==> config.mk <==
export PLATFORM = sky130hd
export DESIGN_NAME = rsa_keygen_ctrl
export DESIGN_NICKNAME = d
export VERILOG_FILES = /design/src/rtl/rsa_keygen_ctrl.sv
export SDC_FILE = /design/constraint.sdc
export NUM_CORES = 1
export LEC_CHECK = 0
export BUFFER_PORTS_ARGS = -buffer_cell sky130_fd_sc_hd__buf_4
export CORE_MARGIN = 2
export CORE_UTILIZATION = 60
export DETAILED_ROUTE_END_ITERATION = 10
export PLACE_DENSITY = 0.9
export SYNTH_ARGS = -nofsm -noshare
export SYNTH_HDL_FRONTEND = slang
export SYNTH_SLANG_ARGS = --single-unit
==> constraint.sdc <==
create_clock -name clk -period 6.9 [get_ports clk]
set_clock_uncertainty 0.1 [all_clocks]
set_input_delay 0.69 -clock clk [delete_from_list [all_inputs] [get_ports clk]]
set_output_delay 0.69 -clock clk [all_outputs]
set_load 0.01 [all_outputs]
==> src/rtl/rsa_keygen_ctrl.sv <==
// rsa_keygen_ctrl: sequences toy RSA key generation (n, phi, gcd check, external modular inverse)
// Ports: clk/rst_n clock and async active-low reset; start with p, q, e request a run;
// inv_start/inv_a/inv_b drive the external inverse engine, inv_done/inv_out return its result;
// n, phi, d are the results; busy/done/err report status and err_code the failure cause.
module rsa_keygen_ctrl #(
  parameter int TIMEOUT = 300
) (
  input  logic        clk,
  input  logic        rst_n,
  input  logic        start,
  input  logic [7:0]  p,
  input  logic [7:0]  q,
  input  logic [7:0]  e,
  output logic        inv_start,
  output logic [7:0]  inv_a,
  output logic [7:0]  inv_b,
  input  logic        inv_done,
  input  logic [7:0]  inv_out,
  output logic [15:0] n,
  output logic [15:0] phi,
  output logic [7:0]  d,
  output logic        busy,
  output logic        done,
  output logic        err,
  output logic [1:0]  err_code
);
  localparam int CW = $clog2(TIMEOUT + 1);
  typedef enum logic [2:0] {IDLE, LOAD, CHECK, GCD, INV_REQ, INV_WAIT, DONE, ERR} state_t;
  state_t r_state, w_next;
  logic [7:0] r_p, r_q, r_e, r_x, r_y, r_d;
  logic [15:0] r_n, r_phi;
  logic [1:0] r_err_code;
  logic [CW-1:0] r_cnt;
  logic w_bad, w_tmo;
  assign w_bad = r_p < 8'd2 || r_q < 8'd2 || r_e < 8'd2 || r_phi > 16'd255 || {8'd0, r_e} >= r_phi;
  // The counter is 0 in the first INV_WAIT cycle, so this fires in the TIMEOUT-th wait cycle
  // and ERR is entered TIMEOUT clock edges after the edge that samples inv_start.
  assign w_tmo = r_cnt == CW'(TIMEOUT - 1);
  assign n = r_n;
  assign phi = r_phi;
  assign d = r_d;
  assign err_code = r_err_code;
  // Operands come straight from the captured e and registered phi, so they stay still for the whole request.
  assign inv_a = r_e;
  assign inv_b = r_phi[7:0];
  always_ff @(posedge clk or negedge rst_n)
    if (!rst_n) r_state <= IDLE;
    else r_state <= w_next;
  always_comb begin
    w_next = r_state;
    busy = r_state != IDLE;
    done = r_state == DONE;
    err = r_state == ERR;
    inv_start = r_state == INV_REQ;
    case (r_state)
      IDLE:     w_next = start ? LOAD : IDLE;
      LOAD:     w_next = CHECK;
      CHECK:    w_next = w_bad ? ERR : GCD;
      GCD:      w_next = r_x != r_y ? GCD : r_x == 8'd1 ? INV_REQ : ERR;
      INV_REQ:  w_next = INV_WAIT;
      INV_WAIT: w_next = inv_done ? DONE : w_tmo ? ERR : INV_WAIT;
      default:  w_next = IDLE;
    endcase
  end
  always_ff @(posedge clk or negedge rst_n)
    if (!rst_n) begin
      r_p <= '0;
      r_q <= '0;
      r_e <= '0;
      r_x <= '0;
      r_y <= '0;
      r_d <= '0;
      r_n <= '0;
      r_phi <= '0;
      r_err_code <= '0;
      r_cnt <= '0;
    end else begin
      case (r_state)
        IDLE: if (start) begin
          r_p <= p;
          r_q <= q;
          r_e <= e;
        end
        LOAD: begin
          r_n <= {8'd0, r_p} * {8'd0, r_q};
          r_phi <= {8'd0, r_p - 8'd1} * {8'd0, r_q - 8'd1};
          r_d <= '0;
          r_err_code <= '0;
        end
        CHECK: if (w_bad) r_err_code <= 2'b01;
        else begin
          r_x <= r_e;
          r_y <= r_phi[7:0];
        end
        GCD: if (r_x > r_y) r_x <= r_x - r_y;
        else if (r_y > r_x) r_y <= r_y - r_x;
        else if (r_x != 8'd1) r_err_code <= 2'b10;
        INV_REQ: r_cnt <= '0;
        INV_WAIT: if (inv_done) r_d <= inv_out;
        else if (w_tmo) r_err_code <= 2'b11;
        else r_cnt <= r_cnt + CW'(1);
        default: ;
      endcase
    end
endmodule

# After elaboration in Yosys (flattened, before gate mapping)
# Index checks and enable logic that the tools add are counted.
[word_totals]
input_bits = 36
elab_cells = 89
latchBits = 0
out_inout_bits = 62
romBits = 0
mem_bits_rw = 0
mem_count = 0
reg_bits = 94
[op_classes]
shifts = 0
reduce_logical = 16
addsub = 5
eq_ne = 22
magnitude_cmp = 7
n_div = 0
n_bitwise = 0
mux = 26
mul = 2
[ops]
columns = ["cell", "n"]
rows = [
  ["8-bit two-way mux", 6],
  ["8-bit one-hot mux with 2 select lines", 3],
  ["8-bit by 8-bit multiplier with 16-bit output", 2],
  ["8-bit by 2-bit less-than comparator with 1-bit output (second input constant)", 3],
  ["2-bit inequality test (second input constant)", 11],
  ["2-bit two-way mux", 9],
  ["9-bit two-way mux", 2],
  ["3-bit one-hot mux with 6 select lines", 1],
  ["9-bit one-hot mux with 2 select lines", 1],
  ["8-bit by 16-bit greater-or-equal comparator with 1-bit output", 1],
  ["16-bit by 8-bit greater-than comparator with 1-bit output (second input constant)", 1],
  ["8-bit greater-than comparator", 2],
  ["8-bit by 1-bit subtractor with 8-bit output (second input constant)", 2],
  ["8-bit subtractor", 2],
  ["3-bit equality test (second input constant)", 4],
  ["9-bit by 1-bit adder with 9-bit output (second input constant)", 1],
  ["9-bit equality test (second input constant)", 1],
  ["8-bit by 1-bit equality test with 1-bit output (second input constant)", 1],
  ["8-bit by 1-bit inequality test with 1-bit output (second input constant)", 1],
  ["8-bit inequality test", 1],
  ["2-bit one-hot mux with 4 select lines", 1],
  ["7-bit AND reduction", 1],
  ["3-bit by 2-bit equality test with 1-bit output (second input constant)", 2],
  ["3-bit two-way mux", 2],
  ["10 further kinds", 17],
]

# Longest topological paths before layout
# Gate-level depths: netlist of run 1.
[depth]
ltp_word = 7
mapped_depth = 22
ltp_nobuf = 21

# Worst setup path before layout of run 1
# No wires, ideal clock.
[synth_path]
path_kind = "register -> register"
start = "register r_p[1]"
end = "register r_phi[13], in the netlist phi[13]"
stages_incl_launch_ff = 22
synth_period_minus_slack_ns = 5.309
required_ns = 6.669
path_buffers = 1
arrival_time_ns = 5.077
slack_ns = 1.591
setup_time_ns = 0.131
path_cell_list = "dfrtp_1 -> clkbuf_1 -> inv_1 -> ha_1 -> inv_1 -> or3_1 -> xor2_1 -> or2_2 -> fa_1 -> fa_1 -> inv_1 -> fa_1 -> inv_1 -> fa_1 -> inv_1 -> ha_1 -> a21o_1 -> nand2_1 -> nand3_1 -> a31oi_1 -> nor4b_1 -> or3_1"
[synth_between]
elab_chain_cells = 2
[synth_lines]
columns = ["item", "line", "text"]
rows = [
  ["start: declaration", "30", "logic [7:0] r_p, r_q, r_e, r_x, r_y, r_d;"],
  ["start signal: assignment", "80", "r_p <= p;"],
  ["8-bit by 1-bit subtractor with 8-bit output", "86", "r_phi <= {8'd0, r_p - 8'd1} * {8'd0, r_q - 8'd1};"],
  ["8-bit by 8-bit multiplier with 16-bit output", "86", ""],
  ["end signal: assignment", "86", ""],
  ["end: declaration", "31", "logic [15:0] r_n, r_phi;"],
]
# Every way passes these cells.
# A chain may end at the register's enable or synchronous reset.

# Worst setup path after layout of run 1
[layout_path]
start = "register r_q[0]"
end = "register r_phi[13], in the netlist phi[13]"
[layout_between]
elab_chain_cells = 2
[layout_lines]
columns = ["item", "line", "text"]
rows = [
  ["start: declaration", "30", ""],
  ["start signal: assignment", "81", "r_q <= q;"],
  ["8-bit by 1-bit subtractor with 8-bit output", "86", ""],
  ["8-bit by 8-bit multiplier with 16-bit output", "86", ""],
]
# Every way passes these cells.

==> metrics.md, run 1 <==
| Metric | Value |
|---|---|
| Post-DR wirelength/cell | `16.32 microns` |
| Share of flip-flops with an asynchronous set or reset | `100.0%` |
| Clock Latency Late Sink | `0.36 ns` |
| Status | `complete, no violations` |
| Hold crit path type | `input port to async pin` |
| Crit Path Max Fanout | `16` |
| Die X | `128.5 microns` |
| Final setup viols | `0` |
| Worst r2r src | `r_q[0]` |
| Row Count | `45` |
| Drt total wl | `21.26 mm` |
| Layout area overhead | `12.02%` |
| Detail Route Antenna Nets | `0` |
| Synthesized cell area | `9296 sq um` |
| Max Slew Vio Count | `0` |
| Die Area | `16,510 sq um` |
| Sequential-to-total area share from yosys stat | `25.30%` |
| Synth Flop Type | `dfrtp_1` |
| Vias | `7,645` |
| Critical path class | `flop to flop` |
| Global-route wire length before repair | `36.02 mm` |
| Core Region | `15,150 sq um` |
| Req. time, crit path | `7.04 ns` |
| Post-synth cell types | `66` |
| Fmax | `169.0 MHz` |
| Hold buffers post-CTS | `0` |
| Final nets | `1,319` |
| Synth Register Bits | `94` |
| Grt ovf | `0` |
| EDFF count, synth | `0` |
| Root buffer cell | `clkbuf_16` |
| Final hold vios | `0` |
| Drt first-iter violations | `559` |
| GP Congestion | `0.9328` |
| CP max stage delay | `0.68 ns` |
| Total iterations of the first detailed-routing run | `5` |
| Max_slew headroom | `31.42%` |
| Worst path cell trace | `inv_1, ha_1, nand2_1, nor3_1, xnor2_1, or2_2, fa_1, fa_1, inv_1, fa_1, inv_1, fa_1, inv_1, ha_1, a21o_1, nand2_1, nand3_1, a31oi_1, nor4b_1, or3_1` |
| Longest Clk Path Bufs | `2` |
| Starting Density | `61.38%` |
| Chip height | `128.5 microns` |
| GRT Total Usage | `27.11%` |
| Fin util | `68.76%` |
| Initial antenna violation count | `0` |
| DR DRC count | `0` |
| Fillers | `1,126` |
| Cts bufs inserted | `9` |
| Synth warn | `0` |
| Post-CTS setup repair buffer count | `0` |
| Layout cells sized above 1 | `14.71%` |
| Vias in the first global route | `7,598` |
| Startpoint types | `flop` |
| Post-CTS sizing | `0` |
| RSZ-0062 raised after global routing | `false` |
| Period Utilization, post-route | `85.76%` |
| Worst-path clk slew | `0.07 ns` |
| Post-Route Setup TNS | `0 ns` |
| R2R Path End | `phi[13]` |
| Synth Area per Inst | `8.854 sq um` |
| CTS tree | `built` |
| Critical-path top delay cell | `dfrtp_1` |
| DP HPWL | `15.94 mm` |
| Worst Tran Pin Value | `1.026 ns` |
| # IOs | `98` |
| Syn nets | `1,259` |
| Reg2Reg Setup Slack | `0.98 ns` |
| Setup crit end kind | `flop` |
| Synth Instances | `1,050` |
| Via density | `5.867` |
| CTS Sinks | `94` |
| FF-to-FF path depth | `20` |
| Htree depth | `3` |
| Min Tclk post-route | `5.918 ns` |
| Ant. Diodes | `0` |
| WP data arrival | `6.06 ns` |
| Maxcap violations | `0` |
| Largest net degree at the start of global routing | `65` |
| # port buffers | `97` |
## worst max path at each step
stage / startpoint / endpoint / cells after the start
3_5_place_dp: r_q[0] / phi[13] / 20
6_report: r_q[0] / phi[13] / 20
3_3_place_gp: r_p[0] / phi[13] / 20
5_1_grt: r_p[0] / phi[12] / 20
4_1_cts: r_p[0] / phi[13] / 20
2_1_floorplan: r_p[1] / phi[13] / 21
## registers in the layout (all words and copies together), names as in the netlist
signal    cells
phi          16
d             8
r_cnt         9
r_state       3
err_code      2
r_p           8
n            16
r_q           8
r_x           8
r_y           8
inv_a         8
## critical path: cells and delay by family (launching register included)
family / cells / cell delay (ns)
buffers and inverters: 4 / 0.34
and+or+nand+nor: 7 / 1.07
xor gates and xnor gates: 1 / 0.51
DFF: 1 / 0.68
adders and majority gates: 6 / 2.64
AOI/OAI and AO/OA: 2 / 0.45
## metrics by stage
step,hold slack (ns),worst slack [ns],instance area [sq um],instances
global route,0.1738,0.6580,10410,1303
floorplan,0.2944,1.591,9296,1050
CTS,0.1619,1.056,10410,1303
detailed placement,0.3752,1.072,10060,1287
global placement,0.3631,1.249,10060,1287
finish,0.1464,0.9825,10410,1303
## metal layers
| metal | vias up | track usage [%] | share of wire [%] |
|---|---|---|---|
| met5 | - | 0 | 0 |
| met4 | 0 | 8.145 | 2.1 |
| met3 | 43 | 4.948 | 5.5 |
| met2 | 264 | 46.06 | 50 |
| met1 | 3760 | 35.65 | 42 |
| li1 | 3578 | - | - |
## synth_stat cells (7+ instances only)
master | count | share of area [%]
nand3_1 | 20 | 1.1
clkbuf_1 | 39 | 1.6
o21ai_0 | 54 | 2.9
and3_1 | 7 | 0.47
inv_1 | 136 | 5.5
xnor2_1 | 21 | 2.0
ha_1 | 99 | 13
fa_1 | 74 | 16
o31ai_1 | 12 | 0.97
and2_1 | 32 | 2.2
xor2_1 | 16 | 1.5
buf_4 | 8 | 0.65
nor2b_1 | 12 | 0.81
nor3_1 | 21 | 1.1
or3_1 | 8 | 0.54
a21oi_1 | 24 | 1.3
dfrtp_1 | 94 | 25
nor2_1 | 90 | 3.6
o21a_1 | 10 | 0.81
or2_2 | 14 | 0.94
nand2_1 | 127 | 5.1
mux2_2 | 25 | 3.0
## final cells by class
type / instances / area [sq um] / share of cell area, %
Tap cell: 188 / 235.2 / 2.259
Multi-Input combinational cell: 769 / 6210 / 59.63
Timing Repair Buffer: 100 / 750.7 / 7.209
Clock buffer: 10 / 239.0 / 2.295
Inverter: 136 / 510.5 / 4.902
Sequential cell: 94 / 2352 / 22.59
Clock inverter: 6 / 116.4 / 1.117
## placed cells by master, fill, tap and decap left out, drive strengths merged, types with 3 or more instances in the layout
cell / synthesis / routed
a211oi: 6 / 6
a21o: 5 / 5
dfrtp: 94 / 94
mux2i: 5 / 5
or4: 5 / 5
clkbuf: 39 / 10
nand2b: 6 / 6
a22o: 3 / 3
nand4: 6 / 6
o21a: 10 / 10
nor4: 6 / 6
nor2: 90 / 90
nor4b: 3 / 3
a31oi: 4 / 4
nand3: 21 / 21
and3: 7 / 7
nand2: 127 / 127
o31a: 3 / 3
o31ai: 12 / 12
a41oi: 4 / 4
and2: 32 / 32
xnor2: 21 / 21
xor2: 16 / 16
nor3: 21 / 21
a21boi: 4 / 4
nor2b: 12 / 12
or3: 8 / 8
inv: 136 / 138
bufinv: 0 / 3
mux2: 27 / 27
ha: 99 / 99
fa: 74 / 74
or2: 15 / 15
o21ai: 58 / 58
a21oi: 25 / 25
buf: 12 / 100
o211ai: 3 / 3
nor3b: 6 / 6
## cell families after synthesis
kind of cell / count (synthesis) / share of synthesized area, %
AOI/OAI and AO/OA: 157 / 10.93
muxes: 32 / 3.890
DFF: 94 / 25.30
adders and majority gates: 173 / 29.26
buffers and inverters: 187 / 7.954
and+or+nand+nor: 370 / 19.18
xor gates and xnor gates: 37 / 3.486
Power of run 1 is not shown: default switching activity piles up to over one toggle a cycle in this logic, so the estimate is an artifact.
==> inputs of run 2 (changes only) <==
--- a/config.mk
+++ b/config.mk
@@ -9,7 +9,7 @@
 export CORE_MARGIN = 2
 export CORE_UTILIZATION = 60
 export DETAILED_ROUTE_END_ITERATION = 10
-export PLACE_DENSITY = 0.9
+export PLACE_DENSITY = 0.81
 export SYNTH_ARGS = -nofsm -noshare
 export SYNTH_HDL_FRONTEND = slang
 export SYNTH_SLANG_ARGS = --single-unit
==> run 2 against run 1 <==
  * Global-route usage is 0.52 points lower
  * Hold slack worse by 0.051 ns
  * Critical path depth unchanged
  * Sequential cell count is the same
  * Final cell count rose by 0.15%
  * Maximum frequency fell by 0.60%
  * Utilization is 0.37 points lower
  * Setup slack got worse by 0.036 ns
  * Sequential share of layout area rose by 0.12 points
  * Critical path type unchanged
  * Critical endpoint unchanged
==> metrics.md, run 2 (synthesis gave the netlist of run 1 again) <==
| Metric | Value |
|---|---|
| Status | `complete, no violations` |
| Area of the multi-input gates | `6210 sq um` |
| Global-route wire length before repair | `35.22 mm` |
| Min Tclk post-route | `5.953 ns` |
| CP delay by family, top | `adder cells` |
| Fillers | `1,210` |
| Hold crit path type | `input port to async pin` |
| Core Region | `15,150 sq um` |
| Post-Route Setup TNS | `0 ns` |
| Maxcap violations | `0` |
| Layout area overhead | `11.41%` |
| Largest net degree at the start of global routing | `74` |
| Total iterations of the first detailed-routing run | `6` |
| Longest Clk Path Bufs | `2` |
| Reg2Reg Setup Slack | `0.95 ns` |
| Critical Path Stages | `20` |
| # IOs | `98` |
| Layout cells sized above 1 | `14.77%` |
| Critical path capture point | `phi[13]` |
| # port buffers | `97` |
| Detail Route Antenna Nets | `0` |
| Final nets | `1,321` |
| Worst-path clk slew | `0.07 ns` |
| Most used cell, CP | `inv_1` |
| Hold buffers post-CTS | `0` |
| Drt total wl | `20.63 mm` |
| Row Count | `45` |
| FF-to-FF path depth | `20` |
| Commonest non-fill, non-tap cell in the layout | `inv_1` |
| Final setup viols | `0` |
| Clock Latency Late Sink | `0.36 ns` |
| Critical-path top delay cell | `dfrtp_1` |
| R2R Path End | `phi[13]` |
| Vias in the first global route | `7,344` |
| Max_slew headroom | `35.60%` |
| DP HPWL | `15.73 mm` |
| GRT Total Usage | `26.59%` |
| DR DRC count | `0` |
| Die X | `128.5 microns` |
| Setup crit end kind | `flop` |
| Worst r2r src | `r_p[0]` |
| Die Area | `16,510 sq um` |
| Critical path class | `flop to flop` |
| Worst Tran Pin Value | `0.9659 ns` |
| Period Utilization, post-route | `86.28%` |
| CP max stage delay | `0.56 ns` |
| Crit Path Max Fanout | `17` |
| Post-DR wirelength/cell | `15.81 microns` |
| Via density | `5.682` |
| Post-CTS setup repair buffer count | `0` |
| Worst path cell trace | `inv_1, ha_1, inv_1, or3_1, xor2_1, or2_2, fa_1, fa_1, inv_1, fa_1, inv_1, fa_1, inv_1, ha_1, a21o_1, nand2_1, nand3_1, a31oi_1, nor4b_1, or3_1` |
| Fmax | `168.0 MHz` |
| WP data arrival | `6.10 ns` |
| CTS tree | `built` |
| Cts bufs inserted | `9` |
| Req. time, crit path | `7.04 ns` |
| CTS Sinks | `94` |
| Startpoint types | `flop` |
| Ant. Diodes | `0` |
| Initial antenna violation count | `0` |
| Final hold vios | `0` |
| Htree depth | `3` |
| Grt ovf | `0` |
| RSZ-0062 raised after global routing | `false` |
| Register area | `2352 sq um` |
| Post-CTS sizing | `0` |
| Vias | `7,415` |
| Root buffer cell | `clkbuf_16` |
| Max Slew Vio Count | `0` |
| GP Congestion | `0.9132` |
| Critical path buffer and inverter count | `5` |
| Chip height | `128.5 microns` |
| Starting Density | `61.38%` |
| Drt first-iter violations | `654` |
| Crit path from | `r_p[0]` |
| Commonest cells after routing, fill and taps aside | `inv_1 (136), nand2_1 (126), buf_4 (102)` |
[run 2: changes by cell type in the layout (fill, tap and decap cells not counted), sizes merged]
cell,previous run,this run
buf,100,102
bufinv,3,0
clkbuf,10,11
clkinv,1,2
clkinvlp,0,1
[run 2: worst reg2reg max path, cell delays in order (launching register included)]
cell	delay [ns]
dfrtp_1	0.56
inv_1	0.22
ha_1	0.22
inv_1	0.07
or3_1	0.32
xor2_1	0.49
or2_2	0.23
fa_1	0.44
fa_1	0.50
inv_1	0.06
fa_1	0.54
inv_1	0.06
fa_1	0.52
inv_1	0.04
ha_1	0.35
a21o_1	0.20
nand2_1	0.09
nand3_1	0.13
a31oi_1	0.26
nor4b_1	0.08
or3_1	0.38
[run 2: metal layers]
metal	vias to the layer above	share of wire, %	global-route usage [%]
met5	-	0	0
met4	0	2.2	8.468
met3	36	5.6	4.407
met2	251	48	44.90
met1	3540	44	35.28
li1	3588	-	-
[run 2: layout make-up]
type	instances	share of cell area (%)
clock inverter	5	0.3986
clock buffer	11	2.344
sequential	94	22.71
multi-input combinational	769	59.95
inverter	136	4.929
timing repair buffer	102	7.393
tap	188	2.271
[run 2: how the worst min path moves through the flow]
stage	start	end	slack, ns	cells after the start
finish	rst_n	d[4]	0.09	1
global route	rst_n	d[4]	0.11	1
CTS	rst_n	d[4]	0.1	1
detailed placement	n[3]	n[3]	0.37	2
global placement	n[3]	n[3]	0.36	2
floorplan	rst_n	d[0]	0.29	0
[run 2: per-stage QoR]
step	hold WS (ns)	util [%]	setup WS, ns	cell area [sq um]	instances
floorplan	0.2944	-	1.591	9296	1050
global placement	0.3641	66.51	1.228	10070	1289
detailed placement	0.3689	66.51	1.046	10070	1289
CTS	0.09934	68.38	1.018	10360	1305
global route	0.1148	68.38	0.5438	10360	1305
finish	0.09492	68.38	0.9467	10360	1305
Power of run 2 is left out for the same reason.
